<file path="config.mk">
export PLATFORM = sky130hd
export DESIGN_NAME = rot_shift_seq
export DESIGN_NICKNAME = d
export VERILOG_FILES = /design/src/rtl/rot_pkg.sv /design/src/rtl/rot_step.sv /design/src/rtl/rot_shift_seq.sv
export SDC_FILE = /design/constraint.sdc
export NUM_CORES = 1
export LEC_CHECK = 0
export ABC_CLOCK_PERIOD_IN_PS = 2420
export CORE_ASPECT_RATIO = 1.5
export CORE_MARGIN = 10
export CORE_UTILIZATION = 50
export CTS_BUF_LIST = sky130_fd_sc_hd__clkbuf_16
export DETAILED_ROUTE_END_ITERATION = 7
export GPL_TIMING_DRIVEN = 0
export HOLD_SLACK_MARGIN = 0.06
export PLACE_DENSITY = 0.82
export SETUP_SLACK_MARGIN = 0.15
export SYNTH_ARGS = -nofsm -noshare
export SYNTH_HDL_FRONTEND = slang
export SYNTH_SLANG_ARGS = --single-unit
export TNS_END_PERCENT = 10
</file>
<file path="constraint.sdc">
create_clock -name clk -period 2.42 [get_ports clk]
set_input_delay 0.242 -clock clk [delete_from_list [all_inputs] [get_ports clk]]
set_output_delay 0.242 -clock clk [all_outputs]
set_load 0.03 [all_outputs]
</file>
<file path="src/rtl/rot_pkg.sv">
// Shared types and helpers for the sequential rotate/shift engine.
//   mode_e  : operation select; bit 0 = direction (0 right, 1 left),
//             bit 1 = kind (0 rotate, 1 logical shift).
//   state_e : engine FSM states.
//   step_count(): number of single-position steps a job needs.
package rot_pkg;

  typedef enum logic [1:0] {
    ROTR = 2'b00,
    ROTL = 2'b01,
    SHR  = 2'b10,
    SHL  = 2'b11
  } mode_e;

  typedef enum logic [1:0] {
    IDLE = 2'b00,
    RUN  = 2'b01,
    DONE = 2'b10
  } state_e;

  // Rotates wrap, so only amount mod width matters (width is a power of two).
  // Shifts saturate at width: after width steps the word is all zeros anyway.
  function automatic int unsigned step_count(mode_e m, int unsigned amt,
                                             int unsigned width);
    if (!m[1]) return amt & (width - 1);
    else       return (amt >= width) ? width : amt;
  endfunction

endpackage

</file>
<file path="src/rtl/rot_step.sv">
// One-position rotate/shift of a WIDTH-bit word.
//   d_i    : input word
//   mode_i : operation (rot_pkg::mode_e)
//   d_o    : word moved by exactly one position
// Purely combinational.
module rot_step
  import rot_pkg::*;
#(
  parameter int WIDTH = 8
) (
  input  logic [WIDTH-1:0] d_i,
  input  mode_e            mode_i,
  output logic [WIDTH-1:0] d_o
);

  always_comb begin
    d_o = d_i;
    case (mode_i)
      ROTR:    d_o = {d_i[0], d_i[WIDTH-1:1]};
      ROTL:    d_o = {d_i[WIDTH-2:0], d_i[WIDTH-1]};
      SHR:     d_o = {1'b0, d_i[WIDTH-1:1]};
      SHL:     d_o = {d_i[WIDTH-2:0], 1'b0};
      default: d_o = d_i;
    endcase
  end

endmodule

</file>
<file path="src/rtl/rot_shift_seq.sv">
// Sequential rotate/shift engine, one bit position per clock.
//   clk, rst            : clock, async active-high reset
//   in_valid/in_ready   : request handshake (ready only in IDLE)
//   operand/mode/amount : request payload, sampled on the accept edge
//   out_valid/out_ready : response handshake (valid only in DONE)
//   result              : registered result, held while out_valid
//   busy                : job in RUN or DONE
module rot_shift_seq
  import rot_pkg::*;
#(
  parameter int WIDTH = 8,
  parameter int AMT_W = 4
) (
  input  logic             clk,
  input  logic             rst,
  input  logic             in_valid,
  output logic             in_ready,
  input  logic [WIDTH-1:0] operand,
  input  logic [1:0]       mode,
  input  logic [AMT_W-1:0] amount,
  output logic             out_valid,
  input  logic             out_ready,
  output logic [WIDTH-1:0] result,
  output logic             busy
);

  // Remaining-step counter must hold WIDTH itself (saturated shifts).
  localparam int REM_W = $clog2(WIDTH) + 1;

  state_e           state_q, state_d;
  mode_e            mode_q, mode_d;
  logic [WIDTH-1:0] data_q, data_d;
  logic [REM_W-1:0] rem_q, rem_d;
  logic             in_ready_q, in_ready_d;
  logic             out_valid_q, out_valid_d;
  logic             busy_q, busy_d;

  logic [WIDTH-1:0] step_out;
  logic [REM_W-1:0] n_in;

  assign n_in = REM_W'(step_count(mode_e'(mode), 32'(amount), WIDTH));

  rot_step #(.WIDTH(WIDTH)) u_step (
    .d_i    (data_q),
    .mode_i (mode_q),
    .d_o    (step_out)
  );

  always_comb begin
    state_d = state_q;
    mode_d  = mode_q;
    data_d  = data_q;
    rem_d   = rem_q;
    case (state_q)
      IDLE: begin
        if (in_valid) begin
          data_d  = operand;
          mode_d  = mode_e'(mode);
          rem_d   = n_in;
          state_d = (n_in == '0) ? DONE : RUN;
        end
      end
      RUN: begin
        data_d = step_out;
        rem_d  = rem_q - REM_W'(1);
        if (rem_q == REM_W'(1)) state_d = DONE;
      end
      DONE: begin
        if (out_ready) state_d = IDLE;
      end
      default: state_d = IDLE;
    endcase
    // Status outputs are registered copies of the next-state decode.
    in_ready_d  = (state_d == IDLE);
    out_valid_d = (state_d == DONE);
    busy_d      = (state_d != IDLE);
  end

  always_ff @(posedge clk or posedge rst) begin
    if (rst) begin
      state_q     <= IDLE;
      mode_q      <= ROTR;
      data_q      <= '0;
      rem_q       <= '0;
      in_ready_q  <= 1'b1;
      out_valid_q <= 1'b0;
      busy_q      <= 1'b0;
    end else begin
      state_q     <= state_d;
      mode_q      <= mode_d;
      data_q      <= data_d;
      rem_q       <= rem_d;
      in_ready_q  <= in_ready_d;
      out_valid_q <= out_valid_d;
      busy_q      <= busy_d;
    end
  end

  // data_q only moves in RUN, so it is stable for the whole DONE phase.
  assign result    = data_q;
  assign in_ready  = in_ready_q;
  assign out_valid = out_valid_q;
  assign busy      = busy_q;

endmodule

</file>
==> summary.md <==
Floorplan
• Core Area: 2027 um^2
• Die Height: 76.59 um
• Top Ports: 29
• effective utilization at floorplan: 52.65%
• Die Outline Area: 4421 um^2
• row count: 20
• die extent in x: 57.73 um

Global routing
• wire length of the first global-routing pass: 4567 um
• via count of the first global-routing pass: 1004
• number of antenna violations at the first check in global routing: 0
• pin count of the biggest net entering global routing: 20
• total routing usage reported by global routing: 12.48%
• leftover overflow at the end of global routing: 0

Synthesis
• synthesized-area fraction occupied by xor and xnor cells: 0%
• proportion of netlist area held by the largest area contributor: 42.20%
• area share of and/or/nand/nor cells after synthesis: 20.98%
• count of flip-flops with a built-in enable after synthesis: 0
• ys flop type: dfrtp_1
• largest family of logic cells by synthesized area: simple AND/OR/NAND/NOR gates
• fraction of the mapped netlist area in adder cells: 2.345%
• synthesized area: 1067 um^2
• multiplexer share of the synthesized area: 5.041%
• Synth Area in Compound Gates: 20.05%
• top cells by area, synth: dfrtp_1, nor3b_1, nand2_1
• post-synthesis instance total: 105
• Yosys warning total: 0
• sequential area share after synthesis: 44.67%
• average cell area after synthesis: 10.16 um^2
• flip-flop and latch count after synthesis: 19
• nets in the synthesized netlist: 125
• post-synthesis cell type with the largest combined area: dfrtp_1
• share of synthesized registers carrying an async set or reset: 100.0%
• number of different library cells in the post-synthesis netlist: 39

Run status
• result of the run: finished, final reports clean

Place
• global placement routability congestion: 0.7748
• quantity of I/O buffers inserted on ports: 28
• Setup WS pre-CTS: 0.7317 ns
• total half-perimeter wirelength after legalization and detailed placement: 2055 um

Drt
• average wire length per cell after detail routing: 17.23 um
• Post-Route WL: 2739 um
• Initial DRC Count: 39
• DR vias: 982
• number of design rule violations left after detail routing: 0
• DRT Pass-1 Iters: 4
• vias per std cell: 6.176
• number of nets still failing antenna checks after routing: 0

STA
• post-layout worst setup margin: 0.7576 ns
• ratio of final minimum period to clock period: 68.69%
• setup repair after global routing missed its margin: no
• Tightest Pin Transition: 0.7082 ns
• Fmax achieved: 601.5 MHz
• clock period minus final worst setup slack: 1.662 ns
• Final Skew: 0.0009289 ns
• Final Max Slew Viols: 0
• Final Hold Viols: 0
• slew margin rel.: 52.73%
• setup tns final: 0 ns
• endpoints failing setup: 0
• Min Hold Slack: 0.4109 ns

CTS
• cts repair resizes: 0
• number of levels the H-tree was split into: 1
• total setup buffers inserted after CTS: 0
• source-to-sink clock delay at the later pin of the worst-skew pair: 0.25 ns
• register clock-pin slew on the reported worst setup and hold paths: 0.05 ns
• Clock Sinks: 19
• clock tree from TritonCTS: done
• # hold bufs at CTS: 0
• buffer cell driving the clock tree root: clkbuf_16
• CTS Buf Count: 3
• Max Root-Sink Buffers: 2

Critical path
• cells traversed along the worst timing path: clkdlybuf4s50_1
• worst endpoint required time: 2.18 ns
• family with the most delay on the worst path: buffers and inverters
• slowest cell on the critical path: clkdlybuf4s50_1
• kind of start point of the critical path: register
• type of the worst setup path: register to output port
• slowest stage delay, CP: 0.67 ns
• CP endpoint kind: output port
• data arrival time of the critical path: 1.42 ns
• number of buffer and inverter stages on the critical path: 1
• maximum net fanout on the critical path: 1

Job
• Max-Cap Viols: 0

Layout
• antenna cells: 0
• number of nets in the finished design: 158
• fraction of layout cells with a size suffix above 1: 13.87%
• leading cell type in the layout, fill and taps excluded: clkdlybuf4s50_1
• layout filler cell count: 148
• utilization after layout: 71.73%
• highest-count cells in the layout ignoring fill and taps: clkdlybuf4s50_1, dfrtp_1, nand2_1
• P&R area growth vs syn: 36.22%

Power and ir drop
• leakage power figure: 0.6386 nW
• maximum ir drop on the vdd rail: 0.7555 mV
• cell area power density: 1378 nW/um^2

Hold path
• min-delay worst type: input pin to asynchronous set/reset pin

## layout make-up
cell class              instances  area (um^2)  area share (%)
multi-input cells              71        516.7           35.54
flip-flops and latches         19        476.7           32.79
repair buffers                 28        280.3           19.28
clock buffers                   3        75.07           5.164
plain buffers                   7        43.79           3.012
inverters                       8        30.03           2.065
well taps                      22        27.53           1.893
clock inverters                 1        3.754          0.2582
## metrics by stage
| stage | power (mW) | cells | cell area [um^2] |
|---|---|---|---|
| 2_1_floorplan | 1.315 | 105 | 1067 |
| 3_3_place_gp | 1.638 | 155 | 1375 |
| 3_5_place_dp | 1.677 | 155 | 1375 |
| 4_1_cts | 2.014 | 159 | 1454 |
| 5_1_grt | 2.149 | 159 | 1454 |
| 6_report | 2.003 | 159 | 1454 |
## final timing paths
| check | endpoint | slack, ns | startpoint | cells after the start |
|---|---|---|---|---|
| max | in_ready | 0.76 | in_ready | 1 |
| min | result[2] | 0.41 | rst | 2 |
| max reg2reg | result[0] | 0.90 | state_q[1] | 4 |
| min reg2reg | mode_q[1] | 0.52 | mode_q[1] | 2 |
| max in group asynchronous | state_q[1] | 1.56 | rst | 2 |
| min in group clk | mode_q[1] | 0.52 | mode_q[1] | 2 |
## power breakdown
| group | internal, mW | switching [mW] | total, mW |
|---|---|---|---|
| registers | 0.478 | 0.135 | 0.613 |
| clock network | 0.219 | 0.105 | 0.325 |
| logic | 0.499 | 0.567 | 1.07 |
## routing by layer
metal | track usage (%) | vias to the layer above | routed length, um
met5 | 0 | - | 0
met4 | 5.896 | 0 | 46
met3 | 4.333 | 6 | 228
met2 | 21.44 | 37 | 1416
met1 | 12.78 | 485 | 1048
li1 | - | 454 | -
## Yosys cell counts, types with 2 or more instances
master,number
mux2_2,3
or3b_2,2
mux2i_1,2
dfrtp_1,18
nand2_1,13
a221o_1,4
or3b_1,2
nand3_1,2
inv_1,8
a21o_1,2
a211oi_1,2
nor2_1,2
nor3b_1,7
buf_2,5
o221ai_1,2
o311ai_0,2
ha_1,2
a21oi_1,6
## cell families after synthesis
kind of cell	after synthesis
multiplexers	5
flip-flops	19
AND/OR/NAND/NOR	37
adder cells (fa/ha/maj)	2
AO/OA/AOI/OAI	27
buffers and inverters	15
## sequential cells by signal, summed over array words and instances (netlist names)
name and count:
mode_q 2, in_ready 1, out_valid 1, result 8
state_q 2, rem_q 4, busy 1
No activity file was read; power rests on OpenSTA's default activity.
